`src/rtl/ascon_axil_pkg.sv`:
```
// Shared types and constants for the ASCON AXI4-Lite master: FSM states,
// AXI response codes and the register map of the ASCON core it drives.
package ascon_axil_pkg;

  typedef enum logic [2:0] {
    IDLE,
    WR_ADDR_DATA,
    WR_RESP,
    RD_ADDR,
    RD_DATA,
    RSP
  } state_t;

  localparam logic [1:0] OKAY   = 2'b00;
  localparam logic [1:0] SLVERR = 2'b10;
  localparam logic [1:0] DECERR = 2'b11;

  // Byte offsets of the ASCON core registers behind the AXI4-Lite slave.
  localparam logic [6:0] ASCON_CTRL   = 7'h00;
  localparam logic [6:0] ASCON_STATUS = 7'h04;
  localparam logic [6:0] ASCON_KEY0   = 7'h08;
  localparam logic [6:0] ASCON_NONCE0 = 7'h18;
  localparam logic [6:0] ASCON_DIN    = 7'h28;
  localparam logic [6:0] ASCON_DOUT   = 7'h2C;
  localparam logic [6:0] ASCON_TAG0   = 7'h30;

endpackage

```
`src/rtl/ascon_axil_if.sv`:
```
// AXI4-Lite bus bundle between the ASCON command master and its slave.
interface ascon_axil_if #(
  parameter int ADDR_W = 7,
  parameter int DATA_W = 32
);
  logic [ADDR_W-1:0]   M_AXI_AWADDR;
  logic [2:0]          M_AXI_AWPROT;
  logic                M_AXI_AWVALID;
  logic                M_AXI_AWREADY;
  logic [DATA_W-1:0]   M_AXI_WDATA;
  logic [DATA_W/8-1:0] M_AXI_WSTRB;
  logic                M_AXI_WVALID;
  logic                M_AXI_WREADY;
  logic [1:0]          M_AXI_BRESP;
  logic                M_AXI_BVALID;
  logic                M_AXI_BREADY;
  logic [ADDR_W-1:0]   M_AXI_ARADDR;
  logic [2:0]          M_AXI_ARPROT;
  logic                M_AXI_ARVALID;
  logic                M_AXI_ARREADY;
  logic [DATA_W-1:0]   M_AXI_RDATA;
  logic [1:0]          M_AXI_RRESP;
  logic                M_AXI_RVALID;
  logic                M_AXI_RREADY;

  modport master (
    output M_AXI_AWADDR, M_AXI_AWPROT, M_AXI_AWVALID, input M_AXI_AWREADY,
    output M_AXI_WDATA, M_AXI_WSTRB, M_AXI_WVALID, input M_AXI_WREADY,
    input M_AXI_BRESP, M_AXI_BVALID, output M_AXI_BREADY,
    output M_AXI_ARADDR, M_AXI_ARPROT, M_AXI_ARVALID, input M_AXI_ARREADY,
    input M_AXI_RDATA, M_AXI_RRESP, M_AXI_RVALID, output M_AXI_RREADY
  );

  modport slave (
    input M_AXI_AWADDR, M_AXI_AWPROT, M_AXI_AWVALID, output M_AXI_AWREADY,
    input M_AXI_WDATA, M_AXI_WSTRB, M_AXI_WVALID, output M_AXI_WREADY,
    output M_AXI_BRESP, M_AXI_BVALID, input M_AXI_BREADY,
    input M_AXI_ARADDR, M_AXI_ARPROT, M_AXI_ARVALID, output M_AXI_ARREADY,
    output M_AXI_RDATA, M_AXI_RRESP, M_AXI_RVALID, input M_AXI_RREADY
  );
endinterface

```
`src/rtl/ascon_axil_master.sv`:
```
// Single-outstanding AXI4-Lite master turning cmd/rsp handshakes into bus transactions.
// Optional watchdog: define ASCON_AXIL_TIMEOUT_EN to abort stalled transactions with SLVERR.
module ascon_axil_master
  import ascon_axil_pkg::*;
#(
  parameter int C_M_AXI_ADDR_WIDTH = 7,
  parameter int C_M_AXI_DATA_WIDTH = 32,
  parameter int TIMEOUT_CYCLES     = 256
) (
  input  logic                            M_AXI_ACLK,
  input  logic                            M_AXI_ARESETN,
  input  logic                            cmd_valid,
  output logic                            cmd_ready,
  input  logic                            cmd_write,
  input  logic [C_M_AXI_ADDR_WIDTH-1:0]   cmd_addr,
  input  logic [C_M_AXI_DATA_WIDTH-1:0]   cmd_wdata,
  input  logic [C_M_AXI_DATA_WIDTH/8-1:0] cmd_wstrb,
  output logic                            rsp_valid,
  input  logic                            rsp_ready,
  output logic [C_M_AXI_DATA_WIDTH-1:0]   rsp_rdata,
  output logic [1:0]                      rsp_resp,
  output logic                            rsp_timeout,
  ascon_axil_if.master                    m_axi
);

  if (C_M_AXI_DATA_WIDTH != 32 || TIMEOUT_CYCLES < 1) begin : g_cfg_check
    $error("ascon_axil_master: data width must be 32 and TIMEOUT_CYCLES >= 1");
  end

  state_t state_q, state_d;
  logic [C_M_AXI_ADDR_WIDTH-1:0]   addr_q;
  logic [C_M_AXI_DATA_WIDTH-1:0]   wdata_q;
  logic [C_M_AXI_DATA_WIDTH/8-1:0] wstrb_q;
  logic aw_done, w_done;
  logic aw_valid, w_valid, b_ready, ar_valid, r_ready;
  logic wd_hit, timeout_take;

  always_ff @(posedge M_AXI_ACLK or negedge M_AXI_ARESETN) begin
    if (!M_AXI_ARESETN) state_q <= IDLE;
    else                state_q <= state_d;
  end

  always_comb begin
    state_d      = state_q;
    cmd_ready    = 1'b0;
    aw_valid     = 1'b0;
    w_valid      = 1'b0;
    b_ready      = 1'b0;
    ar_valid     = 1'b0;
    r_ready      = 1'b0;
    rsp_valid    = 1'b0;
    timeout_take = 1'b0;
    case (state_q)
      IDLE: begin
        cmd_ready = M_AXI_ARESETN;
        if (cmd_valid && M_AXI_ARESETN) state_d = cmd_write ? WR_ADDR_DATA : RD_ADDR;
      end
      WR_ADDR_DATA: begin
        aw_valid = !aw_done;
        w_valid  = !w_done;
        // Each channel may complete in either order or together.
        if ((aw_done || m_axi.M_AXI_AWREADY) && (w_done || m_axi.M_AXI_WREADY))
          state_d = WR_RESP;
      end
      WR_RESP: begin
        b_ready = 1'b1;
        if (m_axi.M_AXI_BVALID) state_d = RSP;
      end
      RD_ADDR: begin
        ar_valid = 1'b1;
        if (m_axi.M_AXI_ARREADY) state_d = RD_DATA;
      end
      RD_DATA: begin
        r_ready = 1'b1;
        if (m_axi.M_AXI_RVALID) state_d = RSP;
      end
      RSP: begin
        rsp_valid = 1'b1;
        if (rsp_ready) state_d = IDLE;
      end
      default: state_d = IDLE;
    endcase
    // A genuine handshake on the expiry cycle takes priority over the watchdog.
    if (wd_hit && state_d == state_q) begin
      state_d      = RSP;
      timeout_take = 1'b1;
    end
  end

  always_ff @(posedge M_AXI_ACLK or negedge M_AXI_ARESETN) begin
    if (!M_AXI_ARESETN) begin
      addr_q    <= '0;
      wdata_q   <= '0;
      wstrb_q   <= '0;
      aw_done   <= 1'b0;
      w_done    <= 1'b0;
      rsp_rdata <= '0;
      rsp_resp  <= OKAY;
    end else begin
      if (cmd_valid && cmd_ready) begin
        addr_q  <= cmd_addr;
        wdata_q <= cmd_wdata;
        wstrb_q <= cmd_wstrb;
        aw_done <= 1'b0;
        w_done  <= 1'b0;
      end
      if (aw_valid && m_axi.M_AXI_AWREADY) aw_done <= 1'b1;
      if (w_valid && m_axi.M_AXI_WREADY)   w_done  <= 1'b1;
      if (timeout_take) begin
        rsp_rdata <= '0;
        rsp_resp  <= SLVERR;
      end else if (b_ready && m_axi.M_AXI_BVALID) begin
        rsp_rdata <= '0;
        rsp_resp  <= m_axi.M_AXI_BRESP;
      end else if (r_ready && m_axi.M_AXI_RVALID) begin
        rsp_rdata <= m_axi.M_AXI_RDATA;
        rsp_resp  <= m_axi.M_AXI_RRESP;
      end
    end
  end

`ifdef ASCON_AXIL_TIMEOUT_EN
  localparam int CNT_W = $clog2(TIMEOUT_CYCLES + 1);
  logic [CNT_W-1:0] wd_cnt;
  logic             busy;

  assign busy   = (state_q inside {WR_ADDR_DATA, WR_RESP, RD_ADDR, RD_DATA});
  assign wd_hit = busy && (wd_cnt == CNT_W'(TIMEOUT_CYCLES - 1));

  always_ff @(posedge M_AXI_ACLK or negedge M_AXI_ARESETN) begin
    if (!M_AXI_ARESETN)                  wd_cnt <= '0;
    else if (!busy || state_d != state_q) wd_cnt <= '0;
    else                                  wd_cnt <= wd_cnt + CNT_W'(1);
  end

  always_ff @(posedge M_AXI_ACLK or negedge M_AXI_ARESETN) begin
    if (!M_AXI_ARESETN) rsp_timeout <= 1'b0;
    else if (timeout_take) rsp_timeout <= 1'b1;
    else if ((b_ready && m_axi.M_AXI_BVALID) || (r_ready && m_axi.M_AXI_RVALID))
      rsp_timeout <= 1'b0;
  end
`else
  assign wd_hit      = 1'b0;
  assign rsp_timeout = 1'b0;
`endif

  assign m_axi.M_AXI_AWADDR  = addr_q;
  assign m_axi.M_AXI_AWPROT  = 3'b000;
  assign m_axi.M_AXI_AWVALID = aw_valid;
  assign m_axi.M_AXI_WDATA   = wdata_q;
  assign m_axi.M_AXI_WSTRB   = wstrb_q;
  assign m_axi.M_AXI_WVALID  = w_valid;
  assign m_axi.M_AXI_BREADY  = b_ready;
  assign m_axi.M_AXI_ARADDR  = addr_q;
  assign m_axi.M_AXI_ARPROT  = 3'b000;
  assign m_axi.M_AXI_ARVALID = ar_valid;
  assign m_axi.M_AXI_RREADY  = r_ready;

endmodule

```
`src/flat_wrapper.sv`:
```
// flat-port wrapper written by rule: the top's interface ports become plain ports
module ascon_axil_master_flat import ascon_axil_pkg::*;
#(
  parameter int C_M_AXI_ADDR_WIDTH = 7,
  parameter int C_M_AXI_DATA_WIDTH = 32,
  parameter int TIMEOUT_CYCLES     = 256
)
  (M_AXI_ACLK, M_AXI_ARESETN, cmd_valid, cmd_ready, cmd_write, cmd_addr, cmd_wdata, cmd_wstrb, rsp_valid, rsp_ready, rsp_rdata, rsp_resp, rsp_timeout, m_axi_M_AXI_AWADDR, m_axi_M_AXI_AWPROT, m_axi_M_AXI_AWVALID, m_axi_M_AXI_AWREADY, m_axi_M_AXI_WDATA, m_axi_M_AXI_WSTRB, m_axi_M_AXI_WVALID, m_axi_M_AXI_WREADY, m_axi_M_AXI_BRESP, m_axi_M_AXI_BVALID, m_axi_M_AXI_BREADY, m_axi_M_AXI_ARADDR, m_axi_M_AXI_ARPROT, m_axi_M_AXI_ARVALID, m_axi_M_AXI_ARREADY, m_axi_M_AXI_RDATA, m_axi_M_AXI_RRESP, m_axi_M_AXI_RVALID, m_axi_M_AXI_RREADY);
  ascon_axil_if #(.ADDR_W((7)), .DATA_W(32)) m_axi_i ();
  input  logic M_AXI_ACLK;
  input  logic M_AXI_ARESETN;
  input  logic cmd_valid;
  output logic cmd_ready;
  input  logic cmd_write;
  input  logic [C_M_AXI_ADDR_WIDTH-1:0] cmd_addr;
  input  logic [C_M_AXI_DATA_WIDTH-1:0] cmd_wdata;
  input  logic [C_M_AXI_DATA_WIDTH/8-1:0] cmd_wstrb;
  output logic rsp_valid;
  input  logic rsp_ready;
  output logic [C_M_AXI_DATA_WIDTH-1:0] rsp_rdata;
  output logic [1:0] rsp_resp;
  output logic rsp_timeout;
  output wire logic [$bits(m_axi_i.M_AXI_AWADDR)-1:0] m_axi_M_AXI_AWADDR;
  output wire logic [$bits(m_axi_i.M_AXI_AWPROT)-1:0] m_axi_M_AXI_AWPROT;
  output wire logic [$bits(m_axi_i.M_AXI_AWVALID)-1:0] m_axi_M_AXI_AWVALID;
  input wire logic [$bits(m_axi_i.M_AXI_AWREADY)-1:0] m_axi_M_AXI_AWREADY;
  output wire logic [$bits(m_axi_i.M_AXI_WDATA)-1:0] m_axi_M_AXI_WDATA;
  output wire logic [$bits(m_axi_i.M_AXI_WSTRB)-1:0] m_axi_M_AXI_WSTRB;
  output wire logic [$bits(m_axi_i.M_AXI_WVALID)-1:0] m_axi_M_AXI_WVALID;
  input wire logic [$bits(m_axi_i.M_AXI_WREADY)-1:0] m_axi_M_AXI_WREADY;
  input wire logic [$bits(m_axi_i.M_AXI_BRESP)-1:0] m_axi_M_AXI_BRESP;
  input wire logic [$bits(m_axi_i.M_AXI_BVALID)-1:0] m_axi_M_AXI_BVALID;
  output wire logic [$bits(m_axi_i.M_AXI_BREADY)-1:0] m_axi_M_AXI_BREADY;
  output wire logic [$bits(m_axi_i.M_AXI_ARADDR)-1:0] m_axi_M_AXI_ARADDR;
  output wire logic [$bits(m_axi_i.M_AXI_ARPROT)-1:0] m_axi_M_AXI_ARPROT;
  output wire logic [$bits(m_axi_i.M_AXI_ARVALID)-1:0] m_axi_M_AXI_ARVALID;
  input wire logic [$bits(m_axi_i.M_AXI_ARREADY)-1:0] m_axi_M_AXI_ARREADY;
  input wire logic [$bits(m_axi_i.M_AXI_RDATA)-1:0] m_axi_M_AXI_RDATA;
  input wire logic [$bits(m_axi_i.M_AXI_RRESP)-1:0] m_axi_M_AXI_RRESP;
  input wire logic [$bits(m_axi_i.M_AXI_RVALID)-1:0] m_axi_M_AXI_RVALID;
  output wire logic [$bits(m_axi_i.M_AXI_RREADY)-1:0] m_axi_M_AXI_RREADY;
  assign m_axi_M_AXI_AWADDR = m_axi_i.M_AXI_AWADDR;
  assign m_axi_M_AXI_AWPROT = m_axi_i.M_AXI_AWPROT;
  assign m_axi_M_AXI_AWVALID = m_axi_i.M_AXI_AWVALID;
  assign m_axi_i.M_AXI_AWREADY = m_axi_M_AXI_AWREADY;
  assign m_axi_M_AXI_WDATA = m_axi_i.M_AXI_WDATA;
  assign m_axi_M_AXI_WSTRB = m_axi_i.M_AXI_WSTRB;
  assign m_axi_M_AXI_WVALID = m_axi_i.M_AXI_WVALID;
  assign m_axi_i.M_AXI_WREADY = m_axi_M_AXI_WREADY;
  assign m_axi_i.M_AXI_BRESP = m_axi_M_AXI_BRESP;
  assign m_axi_i.M_AXI_BVALID = m_axi_M_AXI_BVALID;
  assign m_axi_M_AXI_BREADY = m_axi_i.M_AXI_BREADY;
  assign m_axi_M_AXI_ARADDR = m_axi_i.M_AXI_ARADDR;
  assign m_axi_M_AXI_ARPROT = m_axi_i.M_AXI_ARPROT;
  assign m_axi_M_AXI_ARVALID = m_axi_i.M_AXI_ARVALID;
  assign m_axi_i.M_AXI_ARREADY = m_axi_M_AXI_ARREADY;
  assign m_axi_i.M_AXI_RDATA = m_axi_M_AXI_RDATA;
  assign m_axi_i.M_AXI_RRESP = m_axi_M_AXI_RRESP;
  assign m_axi_i.M_AXI_RVALID = m_axi_M_AXI_RVALID;
  assign m_axi_M_AXI_RREADY = m_axi_i.M_AXI_RREADY;
  ascon_axil_master #(.C_M_AXI_ADDR_WIDTH(C_M_AXI_ADDR_WIDTH), .C_M_AXI_DATA_WIDTH(C_M_AXI_DATA_WIDTH), .TIMEOUT_CYCLES(TIMEOUT_CYCLES)) u_core (.M_AXI_ACLK(M_AXI_ACLK), .M_AXI_ARESETN(M_AXI_ARESETN), .cmd_valid(cmd_valid), .cmd_ready(cmd_ready), .cmd_write(cmd_write), .cmd_addr(cmd_addr), .cmd_wdata(cmd_wdata), .cmd_wstrb(cmd_wstrb), .rsp_valid(rsp_valid), .rsp_ready(rsp_ready), .rsp_rdata(rsp_rdata), .rsp_resp(rsp_resp), .rsp_timeout(rsp_timeout), .m_axi(m_axi_i));
endmodule
```
`config.mk`:
```
export PLATFORM = sky130hd
export DESIGN_NAME = ascon_axil_master_flat
export DESIGN_NICKNAME = d
export VERILOG_FILES = /design/src/rtl/ascon_axil_pkg.sv /design/src/rtl/ascon_axil_if.sv /design/src/rtl/ascon_axil_master.sv /design/src/flat_wrapper.sv
export SDC_FILE = /design/constraint.sdc
export NUM_CORES = 1
export LEC_CHECK = 0
export CORE_ASPECT_RATIO = 0.8
export CORE_MARGIN = 1.5
export CORE_UTILIZATION = 39
export DETAILED_ROUTE_END_ITERATION = 12
export GPL_TIMING_DRIVEN = 0
export PLACE_DENSITY = 0.8
export RECOVER_POWER = 25
export SYNTH_ARGS = -nofsm -noshare
export SYNTH_HDL_FRONTEND = slang
export SYNTH_SLANG_ARGS = --single-unit
```
`constraint.sdc`:
```
create_clock -name M_AXI_ACLK -period 1.7 [get_ports M_AXI_ACLK]
set_input_delay 0.17 -clock M_AXI_ACLK [delete_from_list [all_inputs] [get_ports M_AXI_ACLK]]
set_output_delay 0.17 -clock M_AXI_ACLK [all_outputs]
set_load 0.02 [all_outputs]
```
Word level (Yosys, flattened, before mapping)
Cells that the tools add are included.
{ "classes": {"n_eq_ne": 11, "reduce_logical": 16, "n_mux": 22} }
{ "ops": {"columns": ["operator", "n"], "rows": [
  ["32-bit 2-to-1 mux", 2],
  ["3-bit 2-to-1 mux", 6],
  ["3-bit one-hot mux with 6 select lines", 1],
  ["1-bit 2-to-1 mux", 10],
  ["2-bit inequality test (second input constant)", 4],
  ["1-bit logical AND", 7],
  ["3-bit by 2-bit == test with 1-bit output (second input constant)", 2],
  ["3-bit == test (second input constant)", 2],
  ["2-bit 2-to-1 mux", 3],
  ["6-bit AND reduction", 1],
  ["2-bit nonzero test", 3],
  ["2-bit by 1-bit inequality test with 1-bit output (second input constant)", 2],
  ["3-bit by 1-bit == test with 1-bit output (second input constant)", 1],
  ["3-bit logical NOT", 1],
  ["1-bit logical NOT", 2],
  ["1-bit logical OR", 2]
]} }
{ "totals": {"reg_bits": 82, "elab_cells": 57} }

Longest topological paths before layout
{ "depth": {"word_depth": 5, "mapped_depth": 7} }

Worst setup path after synthesis
Ideal clock, no wire load.
{ "synth_path": {"kind": "register to register", "startpoint": "register u_core.state_q[0]", "endpoint": "register u_core.addr_q[0], in the netlist u_core.m_axi.M_AXI_ARADDR[0]", "setup_ns": 0.125, "required_ns": 1.575, "n_path_buf": 2, "arrival_ns": 1.588, "slack_ns": -0.013, "stages_incl_launch_ff": 6, "path_cell_list": "dfrtp_1 > buf_6 > nor4b_4 > nand2_4 > buf_6 > mux2_4"} }
{ "synth_via": {"elab_chain_cells": 3} }
{ "synth_rtl": {"columns": ["element", "line", "text"], "rows": [
  ["from (decl)", "ascon_axil_master.sv:30", "state_t state_q, state_d;"],
  ["from (signal assigned)", "ascon_axil_master.sv:40", "else state_q <= state_d;"],
  ["3-bit logical NOT", "ascon_axil_master.sv:53", "case (state_q)"],
  ["1-bit 2-to-1 mux", "ascon_axil_master.sv:53", null],
  ["named net cmd_ready", "flat_wrapper.sv:13", "output logic cmd_ready;"],
  ["1-bit logical AND", "ascon_axil_master.sv:100", "if (cmd_valid && cmd_ready) begin"],
  ["to (signal assigned)", "ascon_axil_master.sv:101", "addr_q <= cmd_addr;"],
  ["to (decl)", "ascon_axil_master.sv:31", "logic [C_M_AXI_ADDR_WIDTH-1:0] addr_q;"]
]} }
The timed path passes the listed nets, and every way through them passes these cells.
A chain may end at the register's enable or synchronous reset.

Worst setup path after layout
{ "layout_path": {"startpoint": "register u_core.state_q[1]", "endpoint": "register u_core.wdata_q[8], in the netlist u_core.m_axi.M_AXI_WDATA[8]"} }
{ "layout_via": {"elab_chain_cells": 3} }
{ "layout_rtl": {"columns": ["element", "line", "text"], "rows": [
  ["3-bit logical NOT", "ascon_axil_master.sv:53", null],
  ["1-bit 2-to-1 mux", "ascon_axil_master.sv:53", null],
  ["1-bit logical AND", "ascon_axil_master.sv:100", null],
  ["to (signal assigned)", "ascon_axil_master.sv:102", "wdata_q <= cmd_wdata;"],
  ["to (decl)", "ascon_axil_master.sv:32", "logic [C_M_AXI_DATA_WIDTH-1:0] wdata_q;"]
]} }
Every way passes these cells.

==> impl_summary.md <==
Finish
The non-filler instance count after layout is 555. The count of antenna diodes in the layout is 0. The area growth from synthesis to final layout is 69.0%. The final layout net count is 528.

After filler insertion, the fill cell instance count of the layout stands at 630. Leaving out fill and tap cells, the most frequent cells in the layout are clkdlybuf4s50_1 (170), dfrtp_1 (81), mux2_4 (38). The share of cells above drive strength 1 is 24.6%. The post-route cell area is 5840 µm². The library cell used most frequently in the layout, excluding fill and tap cells, is clkdlybuf4s50_1.

Global route
The pin count of the biggest net entering global routing is 46. The first global-routing pass estimated 13900 µm of wire. The via count of the first global-routing pass is 2654. The total grt overflow is 0. The total routing usage reported by global routing is 19.4%.

The number of antenna violations at the first check in global routing is 0.

Timing
The final-report hold violation count came to 0. The clock arrives with 8.09 ps of skew. Setup repair after global routing could not meet its margin everywhere. At the pin with the least slew margin, the transition time is 905 ps. The final number of setup-violating endpoints is 0. The highest achievable clock rate is 0.601 GHz. Of the available clock period, the critical path in the final layout requires 97.8%.

Adding up every negative setup slack in the final design gives 0 ps. The worst path in the final design needs a cycle of 1660 ps, including I/O delays and setup. The final-layout worst hold slack is 375 ps. The max-slew violation count is 0. In this run the tightest slew margin relative to its limit is 39.6%.

Clock tree
The tree is rooted in a clkbuf_8. The clock-pin slew on the worst setup and hold paths is 80 ps. Clock latency on the worst-skew pair, taken at its later pin, is 350 ps.

The number of buffers inserted during clock tree synthesis is 9. The count of H-tree levels built during CTS is 3. The clock sink total is 82. TritonCTS built the clock tree.

The maximum buffer depth of the clock tree is 2.

Worst setup path
Of all nets on the critical path, the largest fanout is 10. The worst path buffer plus inverter count is 3. The kind of end point of the critical path is a register.

The cell that appears most often on the critical path is buf_6. STA classifies the critical path startpoint as a register. The cell with the largest stage delay on the worst path is dfrtp_1. The arrival time of the worst setup path is 1890 ps. Traced cell by cell, the critical path runs through buf_6 > nor4b_4 > nand2_4 > buf_6 > buf_12 > mux2_4. The critical path's largest stage delay is 380 ps. The data required time of the worst path is 1930 ps. The critical path class is reg -> reg. Grouping stages by cell kind, the critical path spends the most delay in buffers and inverters.

Floorplanning
The die area is 9430 µm². The die height is 87.2 µm. The cell row count is 30. The floorplan step defined a core boundary enclosing 8520 µm².

The initial utilization of the core area, before any placement, comes to 40.5%. Measured along the x axis, the die boundary spans 108 µm. The number of primary I/O pins is 187.

Synth
Counting every instance in the synthesized netlist gives 229. The top-area cell type share of the netlist area is 59.4%. The portion of the post-synthesis area used by sequential elements is 59.4%.

After synthesis, the cell types taking the most area are dfrtp_1 (59%), mux2_4 (17%), a22o_1 (8.9%). After synthesis the cells add up to 3450 µm². Synthesis inferred 82 register bits. The count of different cell masters after synthesis is 29. The synthesized design spends more area on one cell type than any other, namely dfrtp_1. Dividing the synthesized area by the synthesized cell count gives 15.1 µm². For this run, the number of Yosys warnings is 0.

Placed design
The number of cells in the design after placement is 527. The total placed instance area is 5430 µm². The count of buffers added on input and output ports is 179.

The routability-driven placement congestion ratio is 0.809. The half-perimeter wire length of the detailed placement result is 6470 µm.

Route
The average wire length per cell after detail routing is 16.8 µm. The number of design rule violations left after detail routing is 0. The overall via count from detail_route is 2668. The first routing iteration left 144 violations. Once detail routing completed, the nets flagged for antenna violations numbered 0.

For this block, the routed nets add up to 9340 µm of wire. For this run, the detailed router's first-pass iteration total came to 4. The detail-routed via count per cell is 4.81.

Run status
The flow ran to the end, and the final reports show no timing, DRC or antenna violations.

Worst hold path
The path class of the tightest hold or removal check is in -> reg.

Flow run
The count of maximum capacitance violations is 0.

Pwr
The areal power density over the cells is 1780 nW/µm². The leakage power figure is 2.74 nW. The total power of the final layout is 10.4 mW.

The worst-case vdd ir drop is 1.00 mV.
==> cells by family (layout without fill, tap and decap cells) <==
| family | Yosys count | after routing | share of synthesized area [%] |
|---|---|---|---|
| buf+inv | 30 | 238 | 6.20 |
| flops | 82 | 82 | 59.4 |
| other cells | 1 | 7 | 0.109 |
| simple gates | 24 | 24 | 4.35 |
| compound gates | 46 | 46 | 10.9 |
| mux | 46 | 46 | 19.1 |
==> final cells by class <==
type,instances,area (µm²),share of cell area (%)
inverter,2,7.51,0.129
clock inverter,5,104,1.78
buffer,28,264,4.52
clock buffer,10,128,2.19
tap,112,140,2.40
timing repair buffer,193,1910,32.7
sequential,82,2050,35.2
multi-input combinational,123,1230,21.1
==> state kept, by name, indices dropped and copies added (netlist names) <==
name,count
u_core.m_axi.M_AXI_WDATA,32
u_core.rsp_rdata,32
u_core.m_axi.M_AXI_ARADDR,7
u_core.m_axi.M_AXI_WSTRB,4
u_core.state_q,3
u_core.rsp_resp,2
u_core.aw_done,1
u_core.w_done,1
==> power breakdown <==
group          internal [mW]  switching (mW)
clock network          0.969           0.701
logic                   3.04            2.42
registers               2.77           0.507
==> through the flow <==
stage	setup WS [ps]	utilization, %
2_1_floorplan	-13.2	-
3_3_place_gp	-3110	63.5
3_5_place_dp	-436	63.8
4_1_cts	-1.56	67.3
5_1_grt	-42.3	68.5
6_report	36.6	68.5
==> worst paths after layout <==
kind                                      start                            to  slack, ps  depth (start not counted)
setup / recovery              u_core.state_q[1]   u_core.m_axi.M_AXI_WDATA[8]         40                          6
hold / removal             m_axi_M_AXI_BRESP[1]            u_core.rsp_resp[1]        370                          3
setup reg to reg              u_core.state_q[1]   u_core.m_axi.M_AXI_WDATA[8]         40                          6
hold reg to reg              u_core.rsp_resp[0]            u_core.rsp_resp[0]        490                          1
max in group asynchronous         M_AXI_ARESETN  u_core.m_axi.M_AXI_WDATA[25]        310                          4
min in group asynchronous         M_AXI_ARESETN  u_core.m_axi.M_AXI_ARADDR[1]        810                          4
==> layer usage <==
layer	GRT usage (%)	up-vias	share of wire (%)
met5	0	-	0
li1	-	1223	-
met2	32.0	125	49
met1	23.3	1309	40
met3	8.00	11	10
met4	5.86	0	1.1
==> worst min-delay path, stage by stage <==
cell	delay (ps)
clkdlybuf4s50_1	400
nand2_1	50
o21ai_0	70
==> cell usage after synthesis <==
library cell,count
a211oi_1,1
a21boi_0,1
a21o_1,1
a21oi_1,1
a22o_1,35
and2_1,1
and3_1,1
buf_2,9
buf_4,14
buf_6,5
conb_1,1
dfrtp_1,82
inv_1,2
mux2_2,6
mux2_4,38
mux2i_1,2
nand2_1,6
nand2_4,1
nand2b_1,1
nand3_1,1
nor2_1,7
nor2_4,1
nor3_2,1
nor3b_1,2
nor4b_4,1
o211ai_1,2
o21ai_0,4
o22ai_1,1
or3_1,1
==> timing repair <==
action,4_1_cts,5_1_grt
hold endpoints to repair,37,0
hold buffers,5,0
gates cloned,0,1
setup buffers,0,7
resized for setup,19,33
setup endpoints to repair,45,76
pin swaps,0,2
(Power assumes the default switching activity.)
